--- src/rtl/uart_tx_scheduler_if.sv ---
// Bundle of the requester-side and sender-side signals of uart_tx_scheduler.
//   req/req_data  : per-requester frame request (level) and packed data words
//   ack/err       : one-cycle completion / start-timeout pulses per requester
//   tx_data/tx_new_data/tx_busy : link to the shared serial sender
//   grant_id/active             : index of the requester in service, busy flag
// The scheduler connects through the slave modport; the requesters and the
// sender (or a bench standing in for them) use the master modport.
interface uart_tx_scheduler_if #(
  parameter int NREQ = 4,
  parameter int DW   = 7,
  parameter int IW   = 2
);
  logic [NREQ-1:0]    req;
  logic [NREQ*DW-1:0] req_data;
  logic [NREQ-1:0]    ack;
  logic [NREQ-1:0]    err;
  logic [DW-1:0]      tx_data;
  logic               tx_new_data;
  logic               tx_busy;
  logic [IW-1:0]      grant_id;
  logic               active;

  modport master (
    output req, req_data, tx_busy,
    input  ack, err, tx_data, tx_new_data, grant_id, active
  );

  modport slave (
    input  req, req_data, tx_busy,
    output ack, err, tx_data, tx_new_data, grant_id, active
  );
endinterface

--- src/rtl/uart_tx_scheduler.sv ---
// Round-robin scheduler sharing one serial sender between NREQ requesters.
// A granted frame is presented on tx_data with tx_new_data held high until the
// sender raises tx_busy; when busy falls the requester gets a one-cycle ack.
// If busy never rises within START_TIMEOUT cycles the requester gets an err.
// Ports:
//   clk : system clock, rising edge
//   rst : synchronous active-high reset
//   bus : uart_tx_scheduler_if slave modport (req, req_data, tx_busy in;
//         ack, err, tx_data, tx_new_data, grant_id, active out)
// All outputs are registered.
module uart_tx_scheduler #(
  parameter int NREQ          = 4,
  parameter int DW            = 7,
  parameter int IW            = 2,
  parameter int START_TIMEOUT = 16
) (
  input  logic                 clk,
  input  logic                 rst,
  uart_tx_scheduler_if.slave   bus
);

  localparam int CW = $clog2(START_TIMEOUT);
  localparam int SW = IW + 1;

  typedef enum logic [1:0] {
    S_IDLE,
    S_REQ,
    S_SEND
  } state_t;

  state_t          state_q, state_d;
  logic [IW-1:0]   last_q, last_d;
  logic [IW-1:0]   grant_q, grant_d;
  logic [CW-1:0]   cnt_q, cnt_d;
  logic [NREQ-1:0] ack_q, ack_d;
  logic [NREQ-1:0] err_q, err_d;
  logic [DW-1:0]   data_q, data_d;
  logic            new_q, new_d;
  logic            active_q, active_d;

  logic            found;
  logic [IW-1:0]   pick;
  logic [SW-1:0]   scan;

  // Round-robin pick: first set req bit starting one past the last served
  // requester. last+k never exceeds 2*NREQ-1, so a single conditional
  // subtraction replaces the modulo.
  always_comb begin
    found = 1'b0;
    pick  = '0;
    scan  = '0;
    for (int unsigned k = 1; k <= NREQ; k++) begin
      scan = SW'(last_q) + SW'(k);
      if (scan >= SW'(NREQ)) scan = scan - SW'(NREQ);
      if (!found && bus.req[scan[IW-1:0]]) begin
        found = 1'b1;
        pick  = scan[IW-1:0];
      end
    end
  end

  always_comb begin
    state_d  = state_q;
    last_d   = last_q;
    grant_d  = grant_q;
    cnt_d    = cnt_q;
    ack_d    = '0;
    err_d    = '0;
    data_d   = data_q;
    new_d    = new_q;
    active_d = active_q;
    case (state_q)
      S_IDLE: begin
        if (found) begin
          grant_d  = pick;
          data_d   = bus.req_data[pick*DW +: DW];
          active_d = 1'b1;
          new_d    = 1'b1;
          cnt_d    = '0;
          state_d  = S_REQ;
        end
      end
      S_REQ: begin
        cnt_d = cnt_q + CW'(1);
        // busy on the final cycle still counts as a successful start
        if (bus.tx_busy) begin
          new_d   = 1'b0;
          state_d = S_SEND;
        end else if (cnt_q == CW'(START_TIMEOUT - 1)) begin
          new_d          = 1'b0;
          active_d       = 1'b0;
          err_d[grant_q] = 1'b1;
          last_d         = grant_q;
          state_d        = S_IDLE;
        end
      end
      S_SEND: begin
        if (!bus.tx_busy) begin
          ack_d[grant_q] = 1'b1;
          active_d       = 1'b0;
          last_d         = grant_q;
          state_d        = S_IDLE;
        end
      end
      default: state_d = S_IDLE;
    endcase
  end

  always_ff @(posedge clk) begin
    if (rst) begin
      state_q  <= S_IDLE;
      last_q   <= IW'(NREQ - 1);
      grant_q  <= '0;
      cnt_q    <= '0;
      ack_q    <= '0;
      err_q    <= '0;
      data_q   <= '0;
      new_q    <= 1'b0;
      active_q <= 1'b0;
    end else begin
      state_q  <= state_d;
      last_q   <= last_d;
      grant_q  <= grant_d;
      cnt_q    <= cnt_d;
      ack_q    <= ack_d;
      err_q    <= err_d;
      data_q   <= data_d;
      new_q    <= new_d;
      active_q <= active_d;
    end
  end

  assign bus.ack         = ack_q;
  assign bus.err         = err_q;
  assign bus.tx_data     = data_q;
  assign bus.tx_new_data = new_q;
  assign bus.grant_id    = grant_q;
  assign bus.active      = active_q;

endmodule

--- src/flat_wrapper.sv ---
// flat-port wrapper written by rule: the top's interface ports become plain ports
module uart_tx_scheduler_flat 
#(
  parameter int NREQ          = 4,
  parameter int DW            = 7,
  parameter int IW            = 2,
  parameter int START_TIMEOUT = 16
)
  (clk, rst, bus_req, bus_req_data, bus_tx_busy, bus_ack, bus_err, bus_tx_data, bus_tx_new_data, bus_grant_id, bus_active);
  uart_tx_scheduler_if #(.NREQ(NREQ), .DW(DW), .IW(IW)) bus_i ();
  input  logic clk;
  input  logic rst;
  input wire logic [$bits(bus_i.req)-1:0] bus_req;
  input wire logic [$bits(bus_i.req_data)-1:0] bus_req_data;
  input wire logic [$bits(bus_i.tx_busy)-1:0] bus_tx_busy;
  output wire logic [$bits(bus_i.ack)-1:0] bus_ack;
  output wire logic [$bits(bus_i.err)-1:0] bus_err;
  output wire logic [$bits(bus_i.tx_data)-1:0] bus_tx_data;
  output wire logic [$bits(bus_i.tx_new_data)-1:0] bus_tx_new_data;
  output wire logic [$bits(bus_i.grant_id)-1:0] bus_grant_id;
  output wire logic [$bits(bus_i.active)-1:0] bus_active;
  assign bus_i.req = bus_req;
  assign bus_i.req_data = bus_req_data;
  assign bus_i.tx_busy = bus_tx_busy;
  assign bus_ack = bus_i.ack;
  assign bus_err = bus_i.err;
  assign bus_tx_data = bus_i.tx_data;
  assign bus_tx_new_data = bus_i.tx_new_data;
  assign bus_grant_id = bus_i.grant_id;
  assign bus_active = bus_i.active;
  uart_tx_scheduler #(.NREQ(NREQ), .DW(DW), .IW(IW), .START_TIMEOUT(START_TIMEOUT)) u_core (.clk(clk), .rst(rst), .bus(bus_i));
endmodule
--- config.mk ---
export PLATFORM = sky130hd
export DESIGN_NAME = uart_tx_scheduler_flat
export DESIGN_NICKNAME = d
export VERILOG_FILES = /design/src/rtl/uart_tx_scheduler_if.sv /design/src/rtl/uart_tx_scheduler.sv /design/src/flat_wrapper.sv
export SDC_FILE = /design/constraint.sdc
export NUM_CORES = 1
export LEC_CHECK = 0
export BUFFER_PORTS_ARGS = -buffer_cell sky130_fd_sc_hd__buf_2
export CORE_ASPECT_RATIO = 0.8
export CORE_MARGIN = 8
export CORE_UTILIZATION = 35
export DETAILED_ROUTE_END_ITERATION = 12
export SETUP_SLACK_MARGIN = 0.02
export SLEW_MARGIN = 10
export SYNTH_ARGS = -nofsm -noshare
export SYNTH_HDL_FRONTEND = slang
export SYNTH_SLANG_ARGS = --single-unit
--- constraint.sdc ---
create_clock -name clk -period 3.99 [get_ports clk]
set_clock_uncertainty 0.15 [all_clocks]
set_input_delay 0.399 -clock clk [delete_from_list [all_inputs] [get_ports clk]]
set_output_delay 0.399 -clock clk [all_outputs]
set_load 0.05 [all_outputs]
Word-level counts from Yosys, hierarchy flattened --
Cells that the tools add are included.
Word-level totals: register bits 27, latch bits 0, bits in writable memories 0, bits in read-only memories 0, output and inout bits 19, word-level logic and storage cells 100, memories kept 0
Operators by class: $add $sub $neg 9, $mul 1, div/mod/pow operators 0, magnitude comparators 10, equality and inequality tests 8, shifts and indexed selects 1, muxes and demuxes 40, bitwise gates (word level) 3, reductions and logical operators 19
Operator list (count):
- 2-to-1 mux 2 bit | 15
- indexed part select 28 x 6 -> 7 bit | 1
- < comparator 2 x 3 -> 1 bit (second input constant) | 5
- 2-to-1 mux 1 bit | 14
- >= comparator 3 bit (second input constant) | 4
- binary-select mux 1 bit (select 2 bit) | 4
- case mux 4 bit (2 select lines) | 1
- subtractor 2 x 1 -> 2 bit (second input constant) | 4
- adder 2 x 2 -> 3 bit (second input constant) | 2
- case mux 2 bit (3 select lines) | 1
- AND reduction 3 bit | 2
- multiplier 2 x 3 -> 5 bit (second input constant) | 1
- AND reduction 5 bit | 1
- adder 4 x 1 -> 4 bit (second input constant) | 1
- equality test 4 bit (second input constant) | 1
- logical AND 1 bit | 4
- 2-to-1 mux 4 bit | 1
- != test 2 x 1 -> 1 bit (second input constant) | 2
- != test 2 bit (second input constant) | 2
- case mux 2 bit (2 select lines) | 1
- AND reduction 2 bit | 2
- AND reduction 4 bit | 1
- nonzero test 2 bit | 2
- OR reduction 4 bit | 1
- other kinds (14) | 18

Logic depth before layout (Yosys ltp) --
depth after elaboration 17, mapped depth 7, mapped depth without buffers 7

Least setup slack after synthesis --
Ideal clock, no wire load.
path kind input to register, start point input bus_req[2], end point register u_core.cnt_q[0], library setup time 0.115 ns, data arrival time 1.529 ns, slack 2.196 ns, cell stages on the path 4, path buffers 1, path through or4_1 -> buf_2 -> xnor2_1 -> a2111oi_0
On the way: word-level cells in the longest chain between the ends 14, elaborated cells on any way between the ends 20, classes of those cells 1 x eq/ne; 12 x mux; 7 x reduce/logical
RTL lines:
- start, declared | line flat_wrapper.sv:13 | input wire logic [$bits(bus_i.req)-1:0] bus_req;
- binary-select mux 1 bit (select 2 bit) | line uart_tx_scheduler.sv:55 | if (!found && bus.req[scan[IW-1:0]]) begin
- 2-to-1 mux 1 bit (not written as such) | line uart_tx_scheduler.sv:55
- 2-to-1 mux 1 bit | line uart_tx_scheduler.sv:55
- zero test 1 bit | line uart_tx_scheduler.sv:55
- logical AND 1 bit | line uart_tx_scheduler.sv:55
- 2-to-1 mux 1 bit | line uart_tx_scheduler.sv:55
- zero test 1 bit | line uart_tx_scheduler.sv:55
- logical AND 1 bit | line uart_tx_scheduler.sv:55
- 2-to-1 mux 1 bit | line uart_tx_scheduler.sv:55
- zero test 1 bit | line uart_tx_scheduler.sv:55
- logical AND 1 bit | line uart_tx_scheduler.sv:55
- 2-to-1 mux 1 bit * | line uart_tx_scheduler.sv:55
- != test 2 x 1 -> 1 bit (no line) *
- AND reduction 2 bit (no line) *
- end signal, assigned | line uart_tx_scheduler.sv:124 | cnt_q <= cnt_d;
- end, declared | line uart_tx_scheduler.sv:34 | logic [CW-1:0] cnt_q, cnt_d;
Mark *: on every way between the ends. The rest lies on a longest branch, timed or not. The select of a mux whose other input is x is not followed. A chain may end at the register's enable or synchronous reset.

Worst setup path after layout --
start point register u_core.last_q[0], end point register u_core.data_q[6], in the netlist u_core.bus.tx_data[6]
On the way: word-level cells in the longest chain between the ends 17, elaborated cells on any way between the ends 41, classes of those cells 8 x add/sub; 1 x mul; 4 x order compare; 1 x shift; 20 x mux; 7 x reduce/logical
RTL lines:
- start, declared | line uart_tx_scheduler.sv:32 | logic [IW-1:0] last_q, last_d;
- start signal, assigned | line uart_tx_scheduler.sv:112 | last_q <= IW'(NREQ - 1);
- start signal, assigned | line uart_tx_scheduler.sv:122 | last_q <= last_d;
- adder 2 x 1 -> 3 bit | line uart_tx_scheduler.sv:53 | scan = SW'(last_q) + SW'(k);
- >= comparator 3 bit or subtractor 2 x 1 -> 2 bit (tied branches) | line uart_tx_scheduler.sv:54 | if (scan >= SW'(NREQ)) scan = scan - SW'(NREQ);
- 2-to-1 mux 2 bit | line uart_tx_scheduler.sv:54
- binary-select mux 1 bit (select 2 bit) | line uart_tx_scheduler.sv:55
- 2-to-1 mux 1 bit (not written as such) | line uart_tx_scheduler.sv:55
- 2-to-1 mux 1 bit | line uart_tx_scheduler.sv:55
- zero test 1 bit | line uart_tx_scheduler.sv:55
- logical AND 1 bit | line uart_tx_scheduler.sv:55
- 2-to-1 mux 1 bit | line uart_tx_scheduler.sv:55
- zero test 1 bit | line uart_tx_scheduler.sv:55
- logical AND 1 bit | line uart_tx_scheduler.sv:55
- 2-to-1 mux 1 bit | line uart_tx_scheduler.sv:55
- zero test 1 bit | line uart_tx_scheduler.sv:55
- logical AND 1 bit | line uart_tx_scheduler.sv:55
- 2-to-1 mux 2 bit | line uart_tx_scheduler.sv:55
- multiplier 2 x 3 -> 5 bit | line uart_tx_scheduler.sv:76 | data_d = bus.req_data[pick*DW +: DW];
- indexed part select 28 x 6 -> 7 bit | line uart_tx_scheduler.sv:76
- end signal, assigned | line uart_tx_scheduler.sv:127 | data_q <= data_d;
- end, declared | line uart_tx_scheduler.sv:37 | logic [DW-1:0] data_q, data_d;
Parallel ways exist; a longest one is shown, timed or not. The select of a mux whose other input is x is not followed.

==> impl_results.md <==
- Post-cts sizing count: 0
- Input/output buffers: 53
- WL final: 3682 um
- Layout fillers: 414
- Register area share after synthesis: 36.61%
- Number of global-route vias before repair: 1248
- First-pass GRT wire length: 5644 um
- Num CTS Buffers: 3
- I/O pins: 54
- Hpwl dp: 2843 um
- Critical path origin: u_core.last_q[0]
- Max Fclk: 474.7 MHz
- Die footprint: 6565 sq um
- Critical R2R Capture: u_core.bus.tx_data[6]
- Post-CTS Repair Setup Buffers: 0
- Iteration count of the initial detailed-routing pass: 4
- Hold Path Depth: 3
- Worst Min Path Start: bus_req_data[24]
- Reg2reg setup slack: 1.88 ns
- RSZ-0062 raised after global routing: false
- Final TNS setup: 0 ns
- Average wire per standard cell: 13.84 um
- Crit path kind: reg -> reg
- Minimum clock period: 2.107 ns
- Global route overflow: 0
- Met2 Track Usage GR: 17.95%
- Clock transition at the registers of the reported paths: 0.10 ns
- Number of buffer and inverter stages on the critical path: 0
- Post-Syn Area: 1476 sq um
- Clock tree from TritonCTS: built
- Layout cells sized above 1: 33.97%
- Area grow syn2layout: 23.73%
- Clock Sinks: 27
- Initial Utilization: 35.79%
- Post-route ant nets: 0
- DRC violations left: 0
- Max-Cap Viols: 0
- Post-synth top area share: 36.61%
- PD cells: 389.0 nW/um^2
- CTS Root Buffer Type: clkbuf_8
- Type of origin of the critical path: flip-flop
- Worst Setup End Kind: flip-flop
- Syn Nets: 198
- Synthesized instance count: 158
- Final GP Congestion: 0.7874
- Hold Vio Cnt, Final: 0
- Slowest CP cell: a211oi_4
- Most common cell after layout, fill and taps aside: buf_2
- Worst-path cell chain: nand2b_1 > o21ai_1 > a211oi_4 > mux2i_1 > o221ai_2
- Row Count: 21
- Cts hold-fix bufs: 0
- Global route hottest layer: met2
- Ys Warns: 0
- Slowest cell delay on critical path: 0.84 ns
- H-tree depth: 1
- Post-synthesis area per instance: 9.344 sq um
- Setup violators final: 0
- Final nets: 250
- 1st-iter DRT viols: 62
- Worst Path Arrival: 2.13 ns
- Grt met1 use: 13.18%
- FF+latch count, synth: 27
- Core Region: 4125 sq um
- CP max FO: 15
- Fin. max-slew vios: 0
- Met3 Use GR: 2.870%
- Die H: 74.09 um
- WP data required: 4.01 ns
- Largest net degree at the start of global routing: 22
- Worst Hold Class: in -> reg
- Diodes inserted: 0
- Relative slew slack: 34.53%
- Commonest cells after routing, fill and taps aside: buf_2, dfxtp_1, mux2i_1
- Initial antenna violation count: 0
- Final Cycle Share: 52.80%
- Worst-Margin Slew: 0.9790 ns
- Area contributors post-synth: dfxtp_1, mux2i_1, o221ai_2, ha_1, nor2_1
- Peak supply drop: 0.0001336 V
- CP top delay family: compound AO/OA/AOI/OAI gates
- RR Startpoint: u_core.last_q[0]
- Vias per cell: 4.936
- Status: complete, no violations
- Max clock buf depth: 2
- Total Power: 0.7106 mW
- Chip width: 88.62 um
- Via count: 1313
- Cell variety after synth: 41
- Largest area contributor in the netlist: dfxtp_1
- Worst-Skew Late Latency: 0.28 ns
- GRT Total Usage: 11.00%
- R2R cell count: 5
- Hold EP: u_core.bus.tx_data[3]
- Pleak: 0.8031 nW
==> logic make-up (layout without fill, tap and decap cells) <==
kind of cell / count (synthesis) / count (layout) / share of synthesized area, %
and+or+nand+nor: 62 / 62 / 22.88
AOI/OAI and AO/OA: 36 / 36 / 20.68
DFF: 27 / 27 / 36.61
muxes: 17 / 17 / 11.61
buffers and inverters: 10 / 61 / 3.389
adders and majority gates: 5 / 5 / 4.237
xor gates and xnor gates: 1 / 1 / 0.5933
==> cells in the mapped netlist <==
cell type and number:
a2111oi_0 1, a211o_1 2, a211oi_1 2, a211oi_4 1, a21oi_1 10, a21oi_2 1, a311oi_1 2, and2_1 1
and3_1 1, buf_2 1, buf_8 1, clkbuf_1 4, dfxtp_1 27, ha_1 5, inv_1 4, mux2_2 1
mux2i_1 16, nand2_1 12, nand2_4 2, nand2b_1 6, nand2b_4 1, nand3_1 5, nand3b_1 7, nand4_1 1
nor2_1 15, nor2_2 1, nor2b_1 2, nor3_1 4, nor3b_1 1, nor4_1 1, o211ai_1 1, o21a_1 1
o21ai_0 4, o21ai_1 1, o221ai_2 7, o22ai_1 1, o31ai_1 1, o32ai_1 1, or3_1 1, or4_1 1
xnor2_1 1
==> layer usage <==
| layer | vias up | wire, um |
|---|---|---|
| li1 | 683 | - |
| met1 | 601 | 1700 |
| met2 | 24 | 1772 |
| met3 | 5 | 160 |
| met4 | 0 | 48 |
| met5 | - | 0 |
==> power by group <==
part / internal, mW / switching, mW / total [mW]
sequential: 0.294 / 0.0210 / 0.315
clock: 0.0710 / 0.0890 / 0.160
combinational: 0.0791 / 0.157 / 0.236
total: 0.444 / 0.267 / 0.711
==> layout make-up <==
class / instances / area (sq um) / area share [%]
clock buffers: 3 / 41.29 / 2.260
multi-input cells: 121 / 885.9 / 48.49
repair buffers: 53 / 265.3 / 14.52
inverters: 4 / 15.01 / 0.8219
flip-flops and latches: 27 / 540.5 / 29.59
clock inverters: 1 / 7.507 / 0.4110
well taps: 57 / 71.32 / 3.904
==> worst reg2reg max path: cells and delay by family (launching register included) <==
family             cells  cell delay [ns]
AOI/OAI and AO/OA      3             1.06
DFF                    1             0.34
muxes                  1             0.33
and+or+nand+nor        1             0.12
==> through the flow <==
step | setup slack, ns | hold WS [ns] | area (sq um) | cells | utilization (%)
after floorplan | 2.196 | 0.3329 | 1476 | 158 | -
after global placement | 1.737 | 0.3296 | 1778 | 262 | 43.10
after detailed placement | 1.664 | 0.3243 | 1778 | 262 | 43.10
after CTS | 1.844 | 0.2615 | 1827 | 266 | 44.28
after global routing | 1.710 | 0.2811 | 1827 | 266 | 44.28
final | 1.883 | 0.2701 | 1827 | 266 | 44.28
==> how the worst max path moves through the flow <==
stage | end | cells past startpoint
CTS | u_core.bus.tx_data[2] | 5
detailed placement | u_core.bus.tx_data[6] | 6
global route | u_core.bus.tx_data[3] | 5
floorplan | u_core.cnt_q[0] | 4
global placement | u_core.bus.tx_data[2] | 6
finish | u_core.bus.tx_data[6] | 5
==> registers in the layout, indices dropped and copies added, names as in the netlist <==
| signal | flops |
|---|---|
| u_core.bus.ack | 4 |
| u_core.bus.err | 4 |
| u_core.last_q | 2 |
| u_core.bus.tx_data | 7 |
| u_core.state_q | 2 |
| u_core.cnt_q | 4 |
| u_core.bus.active | 1 |
| u_core.bus.tx_new_data | 1 |
| u_core.bus.grant_id | 2 |
Note: power is estimated with default switching activity, not from simulation.
